===== config.mk =====
export PLATFORM = sky130hd
export DESIGN_NAME = video_frame_ddr_sched
export DESIGN_NICKNAME = d
export VERILOG_FILES = /design/src/rtl/video_frame_ddr_sched_pkg.sv /design/src/rtl/video_frame_ddr_sched_rr_arb.sv /design/src/rtl/video_frame_ddr_sched.sv
export SDC_FILE = /design/constraint.sdc
export NUM_CORES = 1
export LEC_CHECK = 0
export CAP_MARGIN = 20
export CORE_MARGIN = 1.5
export CORE_UTILIZATION = 60
export DETAILED_ROUTE_END_ITERATION = 6
export DONT_BUFFER_PORTS = 1
export GPL_TIMING_DRIVEN = 0
export PLACE_DENSITY = 0.73
export RECOVER_POWER = 50
export SLEW_MARGIN = 20
export SYNTH_ARGS = -nofsm -noshare
export SYNTH_HDL_FRONTEND = slang
export SYNTH_SLANG_ARGS = --single-unit

===== constraint.sdc =====
create_clock -name clk -period 3.43 [get_ports clk]
set_input_delay 0.343 -clock clk [delete_from_list [all_inputs] [get_ports clk]]
set_output_delay 0.343 -clock clk [all_outputs]
set_load 0.005 [all_outputs]

===== src/rtl/video_frame_ddr_sched_pkg.sv =====
// Shared types and helpers for the video frame DDR burst scheduler.
// Holds the FSM state encoding, the buffer index type and the
// free-buffer selection used when a new input frame begins.
package video_sched_pkg;

    localparam int NUM_BUFS = 3;

    typedef enum logic [1:0] {
        ST_IDLE  = 2'd0,
        ST_ISSUE = 2'd1,
        ST_WAIT  = 2'd2
    } state_t;

    typedef logic [1:0] buf_idx_t;

    // Lowest buffer index that is neither excl_a nor (when excl_b_vld) excl_b.
    // With three buffers and at most two exclusions a free one always exists.
    function automatic buf_idx_t pick_free_buf(
        input buf_idx_t excl_a,
        input buf_idx_t excl_b,
        input logic     excl_b_vld
    );
        buf_idx_t result;
        result = 2'd0;
        for (int i = NUM_BUFS - 1; i >= 0; i--) begin
            if ((buf_idx_t'(i) != excl_a) &&
                !(excl_b_vld && (buf_idx_t'(i) == excl_b))) begin
                result = buf_idx_t'(i);
            end
        end
        return result;
    endfunction

endpackage


===== src/rtl/video_frame_ddr_sched_rr_arb.sv =====
// Two-requester round-robin arbiter (write vs read).
// The last-grant register moves only when a command is accepted, so a
// command held in ISSUE does not disturb the fairness order.
module video_sched_rr_arb (
    input  logic clk,
    input  logic rst_n,
    input  logic req_wr,
    input  logic req_rd,
    input  logic accept,
    input  logic accept_write,
    output logic grant_wr,
    output logic grant_rd
);

    // 1 = the most recently accepted command was a write; reset favours write next.
    logic last_wr;

    // Remember which side was served by the last accepted command.
    always_ff @(posedge clk or negedge rst_n) begin
        if (!rst_n) begin
            last_wr <= 1'b0;
        end else if (accept) begin
            last_wr <= accept_write;
        end
    end

    // On contention grant the side that was not served last.
    always_comb begin
        grant_wr = 1'b0;
        grant_rd = 1'b0;
        if (req_wr && req_rd) begin
            grant_wr = !last_wr;
            grant_rd = last_wr;
        end else begin
            grant_wr = req_wr;
            grant_rd = req_rd;
        end
    end

endmodule


===== src/rtl/video_frame_ddr_sched.sv =====
// DDR burst scheduler for a triple-buffered video frame store.
// Issues one 256-bit burst command at a time, alternating fairly between
// the camera write path and the display read path, and rotates the three
// frame buffers so writer and reader never share one.
// Optional feature macro: VIDEO_SCHED_STATS_EN builds the saturating
// stat_drop / stat_repeat counters; without it both read as zero.
module video_frame_ddr_sched
    import video_sched_pkg::*;
#(
    parameter int ADDR_W       = 28,
    parameter int LVL_W        = 8,
    parameter int BURST_LEN    = 16,
    parameter int FRAME_WORDS  = 115200,
    parameter int BASE_ADDR    = 0,
    parameter int FRAME_STRIDE = 131072
) (
    input  logic              clk,
    input  logic              rst_n,
    input  logic              wr_frame_start,
    input  logic              rd_frame_start,
    input  logic [LVL_W-1:0]  wr_fifo_lvl,
    input  logic [LVL_W-1:0]  rd_fifo_space,
    output logic              cmd_valid,
    input  logic              cmd_ready,
    output logic              cmd_write,
    output logic [ADDR_W-1:0] cmd_addr,
    output logic [LVL_W-1:0]  cmd_len,
    input  logic              cmd_done,
    output logic [15:0]       stat_drop,
    output logic [15:0]       stat_repeat
);

    if ((FRAME_WORDS % BURST_LEN) != 0) begin : g_bad_frame_words
        $error("FRAME_WORDS must be a multiple of BURST_LEN");
    end
    if ((BURST_LEN <= 0) || ((BURST_LEN & (BURST_LEN - 1)) != 0)) begin : g_bad_burst_len
        $error("BURST_LEN must be a power of two");
    end

    localparam logic [ADDR_W-1:0] BUF_BASE0  = ADDR_W'(BASE_ADDR);
    localparam logic [ADDR_W-1:0] BUF_BASE1  = ADDR_W'(BASE_ADDR + FRAME_STRIDE);
    localparam logic [ADDR_W-1:0] BUF_BASE2  = ADDR_W'(BASE_ADDR + 2 * FRAME_STRIDE);
    localparam logic [ADDR_W-1:0] BURST_STEP = ADDR_W'(BURST_LEN);
    localparam logic [ADDR_W-1:0] FRAME_END  = ADDR_W'(FRAME_WORDS);

    // Base address per buffer from a constant mux.
    function automatic logic [ADDR_W-1:0] buf_base(input buf_idx_t b);
        case (b)
            2'd0:    return BUF_BASE0;
            2'd1:    return BUF_BASE1;
            default: return BUF_BASE2;
        endcase
    endfunction

    state_t            state;
    buf_idx_t          wr_buf;
    buf_idx_t          rd_buf;
    buf_idx_t          last_done;
    logic              last_done_vld;
    logic              wr_active;
    logic              rd_active;
    logic [ADDR_W-1:0] wr_off;
    logic [ADDR_W-1:0] rd_off;
    logic              pend_wr;
    logic              pend_rd;

    logic              apply;
    logic              wr_elig;
    logic              rd_elig;
    logic              grant_wr;
    logic              grant_rd;
    logic              accept;
    buf_idx_t          rd_buf_next;

    assign cmd_len = LVL_W'(BURST_LEN);
    assign accept  = cmd_valid && cmd_ready;

    // Frame-start bookkeeping, eligibility and the read buffer a
    // simultaneous write start must avoid.
    always_comb begin
        apply       = (state == ST_IDLE) && (pend_wr || pend_rd);
        wr_elig     = wr_active && (32'(wr_fifo_lvl) >= BURST_LEN);
        rd_elig     = rd_active && (32'(rd_fifo_space) >= BURST_LEN);
        rd_buf_next = (pend_rd && last_done_vld) ? last_done : rd_buf;
    end

    video_sched_rr_arb u_arb (
        .clk          (clk),
        .rst_n        (rst_n),
        .req_wr       (wr_elig),
        .req_rd       (rd_elig),
        .accept       (accept),
        .accept_write (cmd_write),
        .grant_wr     (grant_wr),
        .grant_rd     (grant_rd)
    );

    // Scheduler FSM: apply frame starts, launch bursts, track offsets and buffers.
    always_ff @(posedge clk or negedge rst_n) begin
        if (!rst_n) begin
            state         <= ST_IDLE;
            cmd_valid     <= 1'b0;
            cmd_write     <= 1'b0;
            cmd_addr      <= '0;
            wr_buf        <= 2'd0;
            rd_buf        <= 2'd2;
            last_done     <= 2'd1;
            last_done_vld <= 1'b0;
            wr_active     <= 1'b0;
            rd_active     <= 1'b0;
            wr_off        <= '0;
            rd_off        <= '0;
            pend_wr       <= 1'b0;
            pend_rd       <= 1'b0;
        end else begin
            // A pulse arriving in the same cycle as an apply stays pending.
            pend_wr <= wr_frame_start || (pend_wr && !apply);
            pend_rd <= rd_frame_start || (pend_rd && !apply);

            case (state)
                ST_IDLE: begin
                    if (apply) begin
                        // Read start first so the write start sees the new rd_buf.
                        if (pend_rd && last_done_vld) begin
                            rd_buf    <= last_done;
                            rd_off    <= '0;
                            rd_active <= 1'b1;
                        end
                        if (pend_wr) begin
                            wr_buf    <= pick_free_buf(rd_buf_next, last_done, last_done_vld);
                            wr_off    <= '0;
                            wr_active <= 1'b1;
                        end
                    end else if (grant_wr || grant_rd) begin
                        cmd_valid <= 1'b1;
                        cmd_write <= grant_wr;
                        cmd_addr  <= grant_wr ? (buf_base(wr_buf) + wr_off)
                                              : (buf_base(rd_buf) + rd_off);
                        state     <= ST_ISSUE;
                    end
                end
                ST_ISSUE: begin
                    if (cmd_ready) begin
                        cmd_valid <= 1'b0;
                        state     <= ST_WAIT;
                        if (cmd_write) begin
                            wr_off <= wr_off + BURST_STEP;
                            if (wr_off + BURST_STEP == FRAME_END) begin
                                last_done     <= wr_buf;
                                last_done_vld <= 1'b1;
                                wr_active     <= 1'b0;
                            end
                        end else begin
                            rd_off <= rd_off + BURST_STEP;
                            if (rd_off + BURST_STEP == FRAME_END) begin
                                rd_active <= 1'b0;
                            end
                        end
                    end
                end
                ST_WAIT: begin
                    if (cmd_done) begin
                        state <= ST_IDLE;
                    end
                end
                default: begin
                    state <= ST_IDLE;
                end
            endcase
        end
    end

`ifdef VIDEO_SCHED_STATS_EN
    logic [15:0] drop_cnt;
    logic [15:0] repeat_cnt;
    logic        drop_inc;
    logic        repeat_inc;

    assign drop_inc   = apply && pend_wr && wr_active;
    assign repeat_inc = apply && pend_rd && last_done_vld && (last_done == rd_buf);

    // Saturating counters of abandoned input frames and repeated output frames.
    always_ff @(posedge clk or negedge rst_n) begin
        if (!rst_n) begin
            drop_cnt   <= '0;
            repeat_cnt <= '0;
        end else begin
            if (drop_inc && (drop_cnt != 16'hFFFF)) begin
                drop_cnt <= drop_cnt + 16'd1;
            end
            if (repeat_inc && (repeat_cnt != 16'hFFFF)) begin
                repeat_cnt <= repeat_cnt + 16'd1;
            end
        end
    end

    assign stat_drop   = drop_cnt;
    assign stat_repeat = repeat_cnt;
`else
    assign stat_drop   = '0;
    assign stat_repeat = '0;
`endif

endmodule

==> results of run 1 <==
cell families after synthesis:
group                    share of synthesized area, %
AND/OR/NAND/NOR                                 22.38
buffers and inverters                           10.64
AO/OA/AOI/OAI                                   18.58
multiplexers                                    3.970
adder cells (fa/ha/maj)                         1.974
flip-flops                                      37.81
XOR/XNOR                                        4.507
other                                          0.1288
final cells by class:
cell class | count | area [µm²] | area share (%)
multi-input cells | 546 | 3163 | 49.80
repair buffers | 2 | 15.01 | 0.2364
inverters | 18 | 67.56 | 1.064
clock buffers | 11 | 141.4 | 2.226
plain buffers | 91 | 553.0 | 8.708
clock inverters | 4 | 45.04 | 0.7092
well taps | 129 | 161.4 | 2.541
flip-flops and latches | 88 | 2205 | 34.71
registers in the layout, indices dropped and copies added, names as in the netlist:
register and flops:
u_arb.last_wr 1, cmd_addr 24, last_done 2, pend_rd 1, pend_wr 1, rd_off 24
rd_buf 2, wr_active 1, wr_off 24, cmd_write 1, wr_buf 2, last_done_vld 1
rd_active 1, cmd_valid 1, state 2
routing by layer:
layer / wire, µm / vias up / track usage, %
li1: - / 2485 / -
met4: 255 / 0 / 9.829
met5: 0 / - / 0
met3: 1345 / 22 / 4.831
met1: 6459 / 2454 / 42.86
met2: 6795 / 257 / 48.51
timing repair:
action | 4_1_cts | 5_1_grt
endpoints found under the setup margin | 0 | 0
hold endpoints to repair | 88 | 0
hold buffers | 2 | 0
buffers inserted | 0 | 0
layout by cell type (no fill, tap or decap), drive strengths merged, types with 3 or more instances in the layout:
master	Yosys	final
and2	8	8
or2	5	5
nor2	61	61
clkbuf	35	47
dfrtp	86	86
o41ai	5	5
o31ai	15	15
and3	8	8
a31oi	10	10
nand2	89	89
conb	2	44
buf	56	56
mux2i	16	16
mux2	6	6
clkinv	0	3
inv	18	18
and4	7	7
a21oi	23	23
a21o	6	6
nand4	25	25
nor4	6	6
ha	6	6
nor4b	3	3
nand3	18	18
xnor2	15	15
nor3	12	12
xor2	15	15
nor2b	3	3
o21ai	115	115
worst max path at each step:
stage	to	cells past startpoint
6_report	wr_off[26]$_DFFE_PN0P_	8
5_1_grt	rd_active$_DFFE_PN0P_	8
4_1_cts	last_done[0]$_DFFE_PN1P_	9
3_5_place_dp	last_done[0]$_DFFE_PN1P_	9
3_3_place_gp	last_done[0]$_DFFE_PN1P_	9
2_1_floorplan	last_done[0]$_DFFE_PN1P_	8
report_power, final:
group / switching [mW] / total [mW] / leakage (nW) / internal [mW]
Combinational: 0.475 / 0.677 / 1.62 / 0.202
Clock: 0.378 / 0.728 / 0.0989 / 0.350
Sequential: 0.129 / 1.28 / 1.18 / 1.15
Total: 0.982 / 2.68 / 2.89 / 1.70
through the flow:
step | util [%] | hold WS [ps] | area, µm²
after CTS | 68.33 | 57.40 | 6374
after global placement | 65.93 | 49.43 | 6150
after detailed placement | 65.93 | 49.67 | 6150
after floorplan | - | 47.41 | 5988
final | 68.09 | 62.28 | 6351
after global routing | 68.09 | 61.20 | 6351
==> impl_metrics.env, run 1 <==
export IMPL_status="finished with violations"
export IMPL_violations="max-capacitance violations, max-slew violations"
export IMPL_drt_wl_total_mm=14.86
export IMPL_synth_area_top_cells="dfrtp_1, o21ai_0, buf_4"
export IMPL_grt_setup_unrepaired="no"
export IMPL_first_global_vias=4928
export IMPL_worstHoldStart="cmd_done"
export IMPL_fin_crit_sh_pct=82.08
export IMPL_min_path_cells=1
export IMPL_fin_cells=889
export IMPL_drt_iter0_markers=413
export IMPL_finalWorstSetupSlack_ps=614.6
export IMPL_path_max_fanout=10
export IMPL_r2r_setup_slack_ps=610
export IMPL_netlist_area_um2=5831
export IMPL_critPathBufInv=3
export IMPL_cp_top_family="buffers and inverters"
export IMPL_ys_flop_type="dfrtp_1"
export IMPL_slew_headroom_pct=-46.26
export IMPL_final_max_slew_viol_count=89
export IMPL_worst_pin_slew_ps=2194
export IMPL_yosysTopAreaCellShare_pct=36.91
export IMPL_dp_hpwl_mm=10.64
export IMPL_synth_area_per_cell_um2=8.318
export IMPL_filler_cell_count=810
export IMPL_dpl_worst_slack_ps=682.3
export IMPL_root_buffer="clkbuf_8"
export IMPL_io_pins=92
export IMPL_yosysWarnings=0
export IMPL_nNetsFinal=786
export IMPL_core_um2=9328
export IMPL_cp_arrival_ps=3110
export IMPL_power_density_nw_per_um2=422.0
export IMPL_die_area_um2=10320
export IMPL_clkTransAtPathRegs_ps=90
export IMPL_clock_latency_ps=360
export IMPL_hold_viol=0
export IMPL_cp_end_kind="flip-flop"
export IMPL_area_growth_pct=8.927
export IMPL_final_antenna_net_count=0
export IMPL_firstDrtPassIters=5
export IMPL_reg2reg_from="state[0]$_DFFE_PN0P_"
export IMPL_drcViolationCount=0
export IMPL_yosysSeqAreaShare_pct=37.81
export IMPL_r2r_end="wr_off[26]$_DFFE_PN0P_"
export IMPL_synthDistinctLibCells=65
export IMPL_dp_cells=872
export IMPL_peakVddDrop_mv=0.3880
export IMPL_grt_pass1_wl_mm=24.56
export IMPL_worst_path_max_delay_cell="buf_1"
export IMPL_grt_start_max_net_pins=89
export IMPL_async_flop_share_pct=100.0
export IMPL_fp_dieH_um=101.6
export IMPL_yosysTopAreaCell="dfrtp_1"
export IMPL_synth_edf_count=0
export IMPL_vias=5218
export IMPL_cpPeakStageDelay_ps=550
export IMPL_cpMostUsedCell="clkbuf_1"
export IMPL_dieWidth_um=101.6
export IMPL_gp_congestion=0.9447
export IMPL_critical_path_required_ps=3720
export IMPL_cts_sinks=88
export IMPL_min_to="state[1]$_DFFE_PN0P_"
export IMPL_period_minus_slack_ps=2815
export IMPL_cts_resized=0
export IMPL_finalSetupViolCount=0
export IMPL_h_tree_depth=3
export IMPL_num_rows=35
export IMPL_ys_seq_elements=88
export IMPL_overflow=0
export IMPL_total_power_mw=2.680
export IMPL_fmax_ghz=0.3552
export IMPL_path_class="reg2reg"
export IMPL_setup_tns_ps=0
export IMPL_cap_viol_max_count=1
export IMPL_wire_per_inst_um=16.71
export IMPL_synth_common_cells="o21ai_0, nand2_1, dfrtp_1"
export IMPL_leakagePower_nw=2.893
export IMPL_skew_ps=15.19
export IMPL_startpoint_type="flip-flop"
export IMPL_clk_path_buf_depth=2
export IMPL_grt_usage_pct=30.53
export IMPL_viasPerCell=5.870
export IMPL_cts_buffers=9
export IMPL_netlist_instances=701
export IMPL_crit_chain="clkbuf_1, and3_1, o21ai_1, a21oi_1, clkbuf_1, buf_1, nand3_1, o21ai_0"
export IMPL_antenna_cells=0
export IMPL_cts_tree="done"
export IMPL_synth_most_common_cell="o21ai_0"
export IMPL_worst_r2r_path_depth=8
export IMPL_critPathLaunch="state[0]$_DFFE_PN0P_"
export IMPL_io_buffers=0
export IMPL_layout_drive_gt1_share_pct=13.03
export IMPL_start_util_pct=62.51
export IMPL_antenna_found_initial=0
export IMPL_min_path_type="in2reg"
Note: power is estimated with default switching activity, not from simulation.
==> run 2, diff against run 1 <==
--- a/config.mk
+++ b/config.mk
@@ -7,7 +7,7 @@
 export LEC_CHECK = 0
 export CAP_MARGIN = 20
 export CORE_MARGIN = 1.5
-export CORE_UTILIZATION = 60
+export CORE_UTILIZATION = 58
 export DETAILED_ROUTE_END_ITERATION = 6
 export DONT_BUFFER_PORTS = 1
 export GPL_TIMING_DRIVEN = 0
==> constraint.sdc (replaced) <==
create_clock -name clk -period 2.45 [get_ports clk]
set_input_delay 0.245 -clock clk [delete_from_list [all_inputs] [get_ports clk]]
set_output_delay 0.245 -clock clk [all_outputs]
set_load 0.005 [all_outputs]
==> impl_metrics.env, run 2 (synthesis results as in run 1) <==
export IMPL_io_buffers=0
export IMPL_reg_largest_list="cmd_addr x24, rd_off x24, wr_off x24"
export IMPL_critical_path_required_ps=2710
export IMPL_grt_pass1_wl_mm=23.69
export IMPL_total_power_mw=4.011
export IMPL_final_max_slew_viol_count=0
export IMPL_r2r_setup_slack_ps=60
export IMPL_io_pins=92
export IMPL_path_class="reg2reg"
export IMPL_r2r_end="last_done_vld$_DFFE_PN0P_"
export IMPL_core_um2=9774
export IMPL_die_area_um2=10660
export IMPL_dieWidth_um=103.3
export IMPL_cts_sinks=88
export IMPL_gp_congestion=0.8864
export IMPL_wire_per_inst_um=16.66
export IMPL_vias=5269
export IMPL_peakVddDrop_mv=0.4568
export IMPL_start_util_pct=59.65
export IMPL_hold_viol=0
export IMPL_grt_setup_unrepaired="yes"
export IMPL_reg2reg_from="wr_off[4]$_DFFE_PN0P_"
export IMPL_layout_drive_gt1_share_pct=18.80
export IMPL_clk_path_buf_depth=2
export IMPL_cts_buffers=9
export IMPL_num_rows=36
export IMPL_holdWs_ps=82.16
export IMPL_filler_cell_count=824
export IMPL_layout_commonest_cell="o21ai_0"
export IMPL_grt_usage_pct=28.83
export IMPL_cp_arrival_ps=2650
export IMPL_slew_headroom_pct=18.86
export IMPL_min_path_type="in2reg"
export IMPL_clock_latency_ps=370
export IMPL_drt_iter0_markers=367
export IMPL_final_util_pct=69.25
export IMPL_fmax_ghz=0.4183
export IMPL_grt_start_max_net_pins=89
export IMPL_drcViolationCount=0
export IMPL_firstDrtPassIters=5
export IMPL_fin_crit_sh_pct=97.58
export IMPL_finalSetupViolCount=0
export IMPL_worst_r2r_path_depth=9
export IMPL_critPathLaunch="wr_off[4]$_DFFE_PN0P_"
export IMPL_antenna_cells=0
export IMPL_first_global_vias=4793
export IMPL_area_growth_pct=16.09
export IMPL_drt_wl_total_mm=15.25
export IMPL_leakagePower_nw=3.133
export IMPL_antenna_found_initial=0
export IMPL_final_antenna_net_count=0
export IMPL_crit_end="last_done_vld$_DFFE_PN0P_"
export IMPL_path_max_fanout=7
export IMPL_cap_viol_max_count=0
export IMPL_period_minus_slack_ps=2391
export IMPL_nNetsFinal=808
export IMPL_worst_pin_slew_ps=1217
export IMPL_overflow=0
export IMPL_power_density_nw_per_um2=592.5
export IMPL_status="finished, final reports clean"
export IMPL_cp_end_kind="flip-flop"
export IMPL_root_buffer="clkbuf_8"
export IMPL_h_tree_depth=3
export IMPL_clkTransAtPathRegs_ps=90
export IMPL_cts_tree="done"
export IMPL_dp_hpwl_mm=10.71
export IMPL_final_cell_mix="o21ai_0, nand2_1, dfrtp_1, buf_4, nor2_1"
export IMPL_skew_ps=7.355
export IMPL_startpoint_type="flip-flop"
export IMPL_fp_dieH_um=103.3
export IMPL_viasPerCell=5.758
[run 2: cell types whose count changed in the layout (fill, tap and decap cells not counted), sizes merged]
cell,delta
clkbuf,-3
dlygate4sd3,+3
clkinv,-2
buf,+21
bufinv,+2
clkinvlp,+1
[run 2: worst min path at each step]
stage / start / endpoint / slack, ps / cells past startpoint
floorplan: rst_n / cmd_addr[10]$_DFFE_PN0P_ / -50 / 0
global placement: rst_n / rd_off[24]$_DFFE_PN0P_ / -50 / 0
detailed placement: rst_n / rd_off[26]$_DFFE_PN0P_ / -50 / 0
CTS: cmd_ready / state[1]$_DFFE_PN0P_ / 70 / 2
global route: cmd_ready / u_arb.last_wr$_DFFE_PN0P_ / 90 / 2
finish: cmd_ready / state[1]$_DFFE_PN0P_ / 80 / 2
[run 2: per-stage QoR]
stage / setup slack, ps / TNS, ps / std cells / instance area (µm²)
global route: -58.97 / -134.9 / 915 / 6769
CTS: -57.08 / -58.19 / 897 / 6521
detailed placement: -280.3 / -2730 / 876 / 6155
floorplan: 125.4 / 0 / 743 / 5988
global placement: -238.5 / -1972 / 876 / 6155
finish: 59.33 / 0 / 915 / 6769
[run 2: area by class of cell]
type                    count  area [µm²]  area share, %
plain buffers              89       560.5          8.281
clock inverters             5       106.4          1.571
flip-flops and latches     88        2217          32.75
repair buffers             26       230.2          3.401
well taps                 133       166.4          2.458
clock buffers              10       127.6          1.885
inverters                  18       67.56         0.9982
multi-input cells         546        3293          48.65
[run 2: timing repair]
action,in CTS,in global routing
setup buffers,2,19
hold endpoints to repair,91,0
setup endpoints to repair,15,20
resized for setup,10,36
hold buffers,5,0
pin swaps,3,8
[run 2: where the power goes]
group,internal (mW),switching [mW]
Clock,0.674,0.535
Combinational,0.333,0.676
Sequential,1.60,0.188
[run 2: per-layer routing]
| layer | GRT usage (%) | part of all wire (%) | vias to the layer above |
|---|---|---|---|
| met5 | 0 | 0 | - |
| met3 | 4.704 | 8.2 | 24 |
| li1 | - | - | 2534 |
| met4 | 9.563 | 1.9 | 0 |
| met1 | 39.43 | 44 | 2498 |
| met2 | 46.96 | 46 | 213 |
[run 2: worst max-delay path, stage by stage (launching register included)]
cell and delay, ps:
dfrtp_1 430, buf_6 160, nand4_4 170, nor4_4 290, nand4_4 200, mux2_4 360
o22ai_4 250, nor4_4 70, buf_4 150, or2_4 220
